[src/rtl/word_assembler.sv]
// Debounces the classifier letter stream and packs accepted letters into a 120-bit word.
// Handles backspace/clear, then hands the word to DTW with a one-cycle start and holds it until finish.
module word_assembler #(
  parameter int STABLE_CNT = 4,
  parameter int MAX_LEN    = 15
) (
  input  logic                 i_WA_clk,
  input  logic                 i_WA_rst_n,
  input  logic                 i_WA_valid,
  input  logic [4:0]           i_WA_letter,
  input  logic                 i_WA_commit,
  input  logic                 i_WA_delete,
  input  logic                 i_WA_clear,
  input  logic                 i_WA_dtw_finish,
  output logic                 o_WA_start,
  output logic [8*MAX_LEN-1:0] o_WA_word,
  output logic [3:0]           o_WA_length,
  output logic                 o_WA_busy,
  output logic                 o_WA_overflow,
  output logic [1:0]           o_WA_state
);

  // state   | meaning
  // COLLECT | filtering letters, editing the word
  // ISSUE   | single cycle, start pulse to DTW
  // WAIT    | word frozen until DTW finishes
  typedef enum logic [1:0] {
    COLLECT = 2'd0,
    ISSUE   = 2'd1,
    WAIT    = 2'd2
  } state_e;

  localparam int         WORD_W   = 8 * MAX_LEN;
  localparam logic [3:0] STABLE_C = 4'(STABLE_CNT);
  localparam logic [3:0] MAX_C    = 4'(MAX_LEN);

  state_e              state_q, state_d;
  logic [WORD_W-1:0]   word_q, word_d;
  logic [3:0]          len_q, len_d;
  logic                ovf_q, ovf_d;
  logic [4:0]          prev_q, prev_d;
  logic [3:0]          cnt_q, cnt_d;

  logic [4:0]          code_c;
  logic [3:0]          run_old;
  logic                accept;

  assign code_c = (i_WA_letter > 5'd26) ? 5'd0 : i_WA_letter;

  // run_old is the length of the current run before this sample, so a fresh
  // code counts from zero and STABLE_CNT=1 accepts on the first sample.
  always_comb begin
    prev_d  = prev_q;
    cnt_d   = cnt_q;
    run_old = 4'd0;
    accept  = 1'b0;
    if (i_WA_valid) begin
      if (code_c == prev_q) begin
        run_old = cnt_q;
        cnt_d   = (cnt_q >= STABLE_C) ? STABLE_C : cnt_q + 4'd1;
      end else begin
        prev_d = code_c;
        cnt_d  = 4'd1;
      end
      accept = (cnt_d == STABLE_C) && (run_old < STABLE_C) && (code_c != 5'd0);
    end
  end

  always_comb begin
    state_d = state_q;
    word_d  = word_q;
    len_d   = len_q;
    ovf_d   = ovf_q;
    case (state_q)
      COLLECT: begin
        if (i_WA_clear) begin
          word_d = '0;
          len_d  = 4'd0;
          ovf_d  = 1'b0;
        end else if (i_WA_commit) begin
          if (len_q != 4'd0) state_d = ISSUE;
        end else if (i_WA_delete) begin
          if (len_q != 4'd0) begin
            len_d = len_q - 4'd1;
            for (int b = 0; b < MAX_LEN; b++) begin
              if (4'(b) == len_q - 4'd1) word_d[8*b +: 8] = 8'h00;
            end
          end
        end else if (accept) begin
          if (len_q < MAX_C) begin
            len_d = len_q + 4'd1;
            for (int b = 0; b < MAX_LEN; b++) begin
              if (4'(b) == len_q) word_d[8*b +: 8] = {3'b000, code_c};
            end
          end else begin
            ovf_d = 1'b1;
          end
        end
      end
      ISSUE: state_d = WAIT;
      WAIT: begin
        if (i_WA_dtw_finish) begin
          word_d  = '0;
          len_d   = 4'd0;
          ovf_d   = 1'b0;
          state_d = COLLECT;
        end
      end
      default: state_d = COLLECT;
    endcase
  end

  always_ff @(posedge i_WA_clk) begin
    if (!i_WA_rst_n) begin
      state_q <= COLLECT;
      word_q  <= '0;
      len_q   <= 4'd0;
      ovf_q   <= 1'b0;
      prev_q  <= 5'd0;
      cnt_q   <= 4'd0;
    end else begin
      state_q <= state_d;
      word_q  <= word_d;
      len_q   <= len_d;
      ovf_q   <= ovf_d;
      prev_q  <= prev_d;
      cnt_q   <= cnt_d;
    end
  end

  assign o_WA_start    = (state_q == ISSUE);
  assign o_WA_busy     = (state_q != COLLECT);
  assign o_WA_word     = word_q;
  assign o_WA_length   = len_q;
  assign o_WA_overflow = ovf_q;
  assign o_WA_state    = state_q;

endmodule
[config.mk]
export PLATFORM = sky130hd
export DESIGN_NAME = word_assembler
export DESIGN_NICKNAME = d
export VERILOG_FILES = /design/src/rtl/word_assembler.sv
export SDC_FILE = /design/constraint.sdc
export NUM_CORES = 1
export LEC_CHECK = 0
export CAP_MARGIN = 5
export CORE_UTILIZATION = 51
export DETAILED_ROUTE_END_ITERATION = 6
export GPL_TIMING_DRIVEN = 0
export PLACE_DENSITY = 0.87
export SLEW_MARGIN = 0
export SYNTH_ARGS = -nofsm -noshare
export SYNTH_HDL_FRONTEND = slang
export SYNTH_SLANG_ARGS = --single-unit
[constraint.sdc]
create_clock -name i_WA_clk -period 4.7 [get_ports i_WA_clk]
set_clock_uncertainty 0.05 [all_clocks]
set_input_delay 0.47 -clock i_WA_clk [delete_from_list [all_inputs] [get_ports i_WA_clk]]
set_output_delay 0.47 -clock i_WA_clk [all_outputs]
set_load 0.01 [all_outputs]
==> out/results.md, run 1 <==
| Quantity | Reported |
|:---|:---|
| Cell at the root of the clock tree | clkbuf_8 |
| Number of buffers on the longest clock path | 2 |
| Most used flip-flop cell after synthesis | dfxtp_1 |
| Setup Crit Path Kind | in -> reg |
| Outcome | finished clean |
| Final setup TNS | 0 ns |
| Transition time of the tightest slew-check pin | 0.6288 ns |
| Total gr overflow | 0 |
| Met3 usage | 4.660% |
| Total number of vias | 3976 |
| Number of I/O pins | 141 |
| Drt first-iter violations | 274 |
| Post-synth EDFFs | 0 |
| Final-report setup violation count | 0 |
| Critical path launch point type | input pin |
| Core area | 8382 sq um |
| Max-cap violation count | 0 |
| CP endpoint kind | flip-flop |
| H-tree levels | 3 |
| Chain of cells forming the critical path | clkdlybuf4s50_1 > a21boi_0 > xor2_1 > or4b_4 > o31ai_2 > buf_2 > a21boi_4 > mux2i_1 |
| Detailed placement HPWL | 8281 microns |
| Resized Gates After CTS | 0 |
| Number of iterations in the first detailed-routing pass | 5 |
| Clock-pin slew of the registers on the worst-case setup and hold paths | 0.10 ns |
| Share of the cycle needed by the critical path after routing | 66.15% |
| Fin. Hold Viols | 0 |
| CTS tree | built |
| TritonCTS Sinks | 91 |
| Relative slew slack | 58.08% |
| CTS Buf Count | 9 |
| Port Buffers | 93 |
| Maximum number of pins on one net before global-route repair | 17 |
| Data arrival time of the worst path | 3.35 ns |
| Skew-Pair Late Insertion Delay | 0.36 ns |
| Portion of the post-synthesis area used by sequential elements | 40.41% |
| Number of distinct library cell variants in the gate-level netlist after synthesis | 54 |
| Total number of yosys warnings | 0 |
| Initial antenna violation count | 0 |
| Global-route layer with the greatest usage | met2 |
| Diode count | 0 |
| Biggest cell delay along the critical path | 0.59 ns |
| Detail-routed net length per standard cell | 14.90 microns |
| DP Cell Count | 746 |
| Top fanout value on the critical path | 10 |
| Number of cells produced by synthesis | 504 |
| Die Y-Extent | 96.02 microns |
| Aggregate routed wire length | 11350 microns |
| Number of global-route vias before repair | 3670 |
| GPL Wtd Cong | 0.9016 |
| Max rail drop VDD | 0.1783 mV |
| Asr flop ratio synth | 0% |
| Fin. max-slew vios | 0 |
| DRC | 0 |
| Row Count | 33 |
| Number of synthesized register bits | 91 |
| Crit path time final | 3.109 ns |
| Number of nets at the end of the flow | 669 |
| Worst Path Required | 4.94 ns |
| Post-detailed-route via-to-cell ratio | 5.218 |
| Wire length of the first global-routing pass | 17820 microns |
| Overall die width | 96.02 microns |
| Area of the mapped netlist | 4508 sq um |
| Worst hold path class | in -> reg |
| Synthesized area per cell | 8.945 sq um |
| Final antenna-violating net count | 0 |
| Die outline area | 9219 sq um |
| Hold-fix buffer count after cts | 0 |
| Post-layout instance count excluding filler cells | 762 |
| Met1 Usage GRT | 31.03% |
| RSZ-0062 raised after global routing | no |
| Highest Clock Rate | 321.7 MHz |
| Initial core utilization | 53.78% |
| Overall fraction of global-route tracks in use | 25.13% |
| Power density over the cells | 293.9 nW/um^2 |
| Slowest library cell on the worst path | clkdlybuf4s50_1 |
| Fraction of layout instances using a drive strength above 1 | 12.63% |
| GR Layer Usage met2 | 43.14% |
| Overall power | 1.750 mW |
| Filler Cells Inserted | 656 |
| Buffer count from post-CTS setup fixing | 0 |
| Leakage | 2.651 nW |
| Growth of design area from synthesis to finish | 32.08% |
-- critical path: cells and delay by family --
family	cells	cell delay, ns
compound gates	3	1.08
xor+xnor	1	0.14
buf+inv	2	0.86
mux	1	0.25
simple gates	1	0.55
-- state kept, by name, indices dropped and copies added (netlist names) --
signal,count
o_WA_state,2
o_WA_overflow,1
cnt_q,4
o_WA_length,4
prev_q,5
o_WA_word,75
-- path summary, 6_finish.rpt --
check | startpoint | endpoint | slack, ns | cells after the start
min reg2reg | o_WA_word[73] | o_WA_word[73] | 0.41 | 2
max reg2reg | o_WA_length[0] | o_WA_word[2] | 2.08 | 8
max | i_WA_letter[2] | o_WA_word[2] | 1.59 | 8
min | i_WA_letter[1] | prev_q[1] | 0.38 | 3
-- cell usage after synthesis, drive strengths merged (2+ instances only) --
master  count  area [sq um]
and2        4         25.02
o22ai       2         12.51
nor2b       9         56.30
xor2        2         17.52
and3        2         12.51
a221o      11         110.1
clkbuf     21         78.83
nor2       18         67.56
mux2i      80         800.8
nand4b      3         26.28
nand2b      4         25.02
o31ai       4         35.03
nor3b       3         22.52
buf        54         397.9
a221oi      2         17.52
o21ai      11         55.05
a21boi      3         33.78
nand3       5         25.02
or2         5         31.28
o32ai       3         26.28
or3b        2         17.52
o211ai      2         15.01
o21a        2         15.01
a21oi      11         58.81
nand4       3         18.77
nor3        6         35.03
dfxtp      91          1822
nand2     108         405.4
or3         5         31.28
inv         8         30.03
ha          5         62.56
-- cell type report --
class / instances / area (sq um) / area share, %
buffer: 75 / 476.7 / 8.006
clock buffer: 11 / 151.4 / 2.543
clock inverter: 5 / 67.56 / 1.135
inverter: 9 / 33.78 / 0.5673
multi-input combinational: 373 / 2341 / 39.32
sequential: 91 / 1822 / 30.59
tap: 105 / 131.4 / 2.206
timing repair buffer: 93 / 930.9 / 15.63
-- cells in the final DEF, fill, tap and decap left out, types with 2 or more instances in the layout --
master,instances
and2_1,4
a21boi_0,2
nand2b_1,4
buf_4,49
buf_2,3
clkinv_4,2
conb_1,45
or2_2,5
clkbuf_8,11
o21ai_0,10
o31ai_1,3
and3_1,2
o21a_1,2
o211ai_1,2
clkbuf_1,21
nor3_1,5
nor2_1,18
mux2i_1,80
dfxtp_1,91
a221o_1,11
clkdlybuf4s50_1,93
ha_1,5
inv_1,8
a21oi_1,10
nand4b_1,3
nand4_1,3
nor2b_1,9
nand3_1,5
nand2_1,108
o22ai_1,2
o32ai_1,3
xor2_1,2
or3b_2,2
nor3b_1,3
or3_1,5
a221oi_1,2
-- kinds of logic (layout without fill, tap and decap cells) --
logic type	Yosys count	in the layout	synth area share, %
AO/OA/AOI/OAI	59	59	9.936
XOR/XNOR	3	3	0.5830
adder cells (fa/ha/maj)	5	5	1.388
buffers and inverters	84	193	11.32
flip-flops	91	91	40.41
multiplexers	80	80	17.76
other	1	45	0.08318
AND/OR/NAND/NOR	181	181	18.51
-- stage by stage --
step	utilization (%)	setup slack (ns)	cell area, sq um	hold slack (ns)
after CTS	71.04	1.605	5954	0.3757
after detailed placement	68.43	1.258	5736	0.3975
after global placement	68.43	1.321	5736	0.3943
final	71.04	1.591	5954	0.3827
after global routing	71.04	1.440	5954	0.4007
after floorplan	-	2.090	4673	0.4090
-- report_power, final --
group	leakage (nW)	internal, mW	switching (mW)
Combinational	1.80	0.163	0.195
Sequential	0.736	0.793	0.0188
Clock	0.112	0.283	0.298
-- routing by layer --
layer,share of wire (%),wire (microns)
met1,43,4841
met2,48,5452
met4,2.2,248
met5,0,0
met3,7.1,808
No activity file was read; power rests on OpenSTA's default activity.
==> run 2: changes to the inputs <==
Settings changed: CORE_UTILIZATION 51 to 47, PLACE_DENSITY 0.87 to 0.81.
Clock period 4.7 ns to 3.1 ns, I/O delays scaled along.
==> run 2 against run 1 <==
Clock-buffer cell count decreased by 1. Final cell count is 3.1% higher. Sequential share of layout area is 0.17 points lower. Via count down 2.3%. Register-to-register slack got worse by 1.6 ns. Clock power grew 56%. Power rose by 53%. Worst hold slack got worse by 0.14 ns. Design area is 0.57% higher. Critical path depth stayed put. Flip-flop and latch count is the same. Die area increased by 8.3%. Highest routed layer unchanged.
==> out/results.md, run 2 (synthesized netlist as in run 1, its figures left out) <==
| Quantity | Reported | Change |
|:---|:---|:---|
| Wire length of the first global-routing pass | 18040 microns | +1.2% |
| Fraction of layout instances using a drive strength above 1 | 12.48% | -0.15 points |
| Overall power | 2.678 mW | +53% |
| Die Y-Extent | 99.94 microns | +4.1% |
| DP Cell Count | 770 | +3.2% |
| Skew-Pair Late Insertion Delay | 0.35 ns | about the same |
| Final setup TNS | 0 ns | unchanged |
| Chain of cells forming the critical path | clkdlybuf4s50_1 > a21boi_0 > xor2_1 > or4b_4 > o31ai_2 > buf_2 > a21boi_4 > mux2i_1 |  |
| CTS Buf Count | 9 | unchanged |
| Crit path time final | 2.983 ns |  |
| Top fanout value on the critical path | 10 | unchanged |
| Number of buffers on the longest clock path | 2 | unchanged |
| Post-detailed-route via-to-cell ratio | 4.944 | -5.2% |
| Share of total power in sequential cells | 46.0% | -0.4 points |
| Comb pwr share | 20.2% | -0.3 points |
| Diode count | 0 | unchanged |
| Pint | 1.913 mW | +54% |
| Number of nets at the end of the flow | 669 | unchanged |
| Fin. Hold Viols | 0 | unchanged |
| Max rail drop VDD | 0.2723 mV | +53% |
| Relative slew slack | 53.38% | -4.7 points |
| Final antenna-violating net count | 0 | unchanged |
| Detail-routed net length per standard cell | 14.39 microns | -3.4% |
| Growth of design area from synthesis to finish | 32.83% |  |
| Portion of total power attributed to the clock network | 33.8% | +0.6 points |
| Post-layout instance count excluding filler cells | 786 | +3.1% |
| RSZ-0062 raised after global routing | no |  |
| Drt first-iter violations | 198 | -28% |
| Worst hold slack | 0.2392 ns | -0.1435 ns |
| Max-cap violation count | 0 | unchanged |
| Worst Path Required | 3.33 ns | -1.61 ns |
| Slowest library cell on the worst path | clkdlybuf4s50_1 |  |
| Port Buffers | 93 | unchanged |
| H-tree levels | 3 | unchanged |
| CTS tree | built |  |
| Initial core utilization | 48.56% | -5.2 points |
| Die outline area | 9987 sq um | +8.3% |
| Maximum number of pins on one net before global-route repair | 17 | unchanged |
| Number of I/O pins | 141 | unchanged |
| Leakage | 2.644 nW | -0.26% |
| Number of iterations in the first detailed-routing pass | 4 | -1 |
| Number of global-route vias before repair | 3676 | +0.16% |
| Hold-fix buffer count after cts | 0 | unchanged |
| Resized Gates After CTS | 0 | unchanged |
| Total gr overflow | 0 | unchanged |
| Data arrival time of the worst path | 3.21 ns | -0.14 ns |
| Clock-pin slew of the registers on the worst-case setup and hold paths | 0.09 ns | about the same |
| Switching power summed over all nets | 0.7647 mW | +50% |
| Core area | 9284 sq um | +11% |
| Power density over the cells | 447.2 nW/um^2 | +52% |
| Setup Crit Path Kind | in -> reg |  |
| Highest Clock Rate | 335.3 MHz |  |
| Overall die width | 99.94 microns | +4.1% |
| CP endpoint kind | flip-flop |  |
| Utilization after layout | 64.50% | -6.5 points |
| Final-report setup violation count | 0 | unchanged |
| Buffer count from post-CTS setup fixing | 0 | unchanged |
| Net switching fraction of the power | 28.56% | -0.66 points |
| Transition time of the tightest slew-check pin | 0.6992 ns | +0.07040 ns |
| Detailed placement HPWL | 8322 microns | +0.50% |
| Initial antenna violation count | 0 | unchanged |
| Commonest cells after routing, fill and taps aside | 108 x nand2_1, 93 x clkdlybuf4s50_1, 91 x dfxtp_1 |  |
| Worst hold path class | in -> reg |  |
| Overall fraction of global-route tracks in use | 22.80% | -2.3 points |
| FF-to-FF setup slack | 0.47 ns | -1.61 ns |
| GPL Wtd Cong | 0.8839 | -2.0% |
| Commonest non-fill, non-tap cell in the layout | nand2_1 |  |
| TritonCTS Sinks | 91 | unchanged |
| Share of the cycle needed by the critical path after routing | 96.21% |  |
| Largest register FFs | 75 | unchanged |
| Critical path launch point type | input pin |  |
| Aggregate routed wire length | 11310 microns | -0.35% |
| Cell at the root of the clock tree | clkbuf_8 |  |
| Outcome | finished clean |  |
| Biggest cell delay along the critical path | 0.60 ns | about the same |
| Total number of vias | 3886 | -2.3% |
| DRC | 0 | unchanged |
| Fin. max-slew vios | 0 | unchanged |
| Row Count | 35 | +6.1% |
run 2: cell types whose count changed in the layout (fill, tap and decap cells not counted), sizes merged:
| cell | before | now |
|---|---|---|
| clkinvlp | 0 | 2 |
| clkinv | 3 | 1 |
| bufinv | 1 | 2 |
| clkbuf | 32 | 31 |
run 2: layout make-up:
class                           instances  area (sq um)
Multi-Input combinational cell        373          2341
Clock buffer                           10         127.6
Fill cell                             812          3296
Inverter                                9         33.78
Sequential cell                        91          1822
Clock inverter                          6         95.09
Timing Repair Buffer                   93         930.9
Tap cell                              129         161.4
Buffer                                 75         476.7
run 2: worst paths after layout:
path	from	end	cells past startpoint
worst max-delay path	i_WA_letter[2]	o_WA_word[2]	8
worst min-delay path	i_WA_letter[1]	prev_q[1]	3
worst max register to register	o_WA_length[0]	o_WA_word[2]	8
worst min register to register	o_WA_word[108]	o_WA_word[108]	2
run 2: metal layers:
layer  track usage (%)  part of all wire (%)
met1             28.40                    43
met5                 0                     0
met4             6.222                   1.6
met2             39.36                    49
met3             5.432                   6.0
run 2: worst max-delay path: cells and delay by family:
kind | cells | cell delay [ns]
and+or+nand+nor | 1 | 0.54
AOI/OAI and AO/OA | 3 | 1.11
muxes | 1 | 0.24
xor gates and xnor gates | 1 | 0.14
buffers and inverters | 2 | 0.87
run 2: stage by stage:
stage	setup WS [ns]	area, sq um
6_report	0.1175	5988
2_1_floorplan	0.6501	4673
3_3_place_gp	-0.05853	5766
3_5_place_dp	-0.1919	5766
5_1_grt	0.01482	5988
4_1_cts	0.1636	5988
run 2: power groups by stage:
| stage | Sequential [mW] | Combinational, mW | Clock [mW] |
|---|---|---|---|
| after floorplan | 1.27 | 0.372 | 0 |
| after global placement | 1.26 | 0.524 | 0 |
| after detailed placement | 1.26 | 0.534 | 0 |
| after CTS | 1.23 | 0.536 | 0.922 |
| after global routing | 1.24 | 0.586 | 0.972 |
| final | 1.23 | 0.542 | 0.905 |
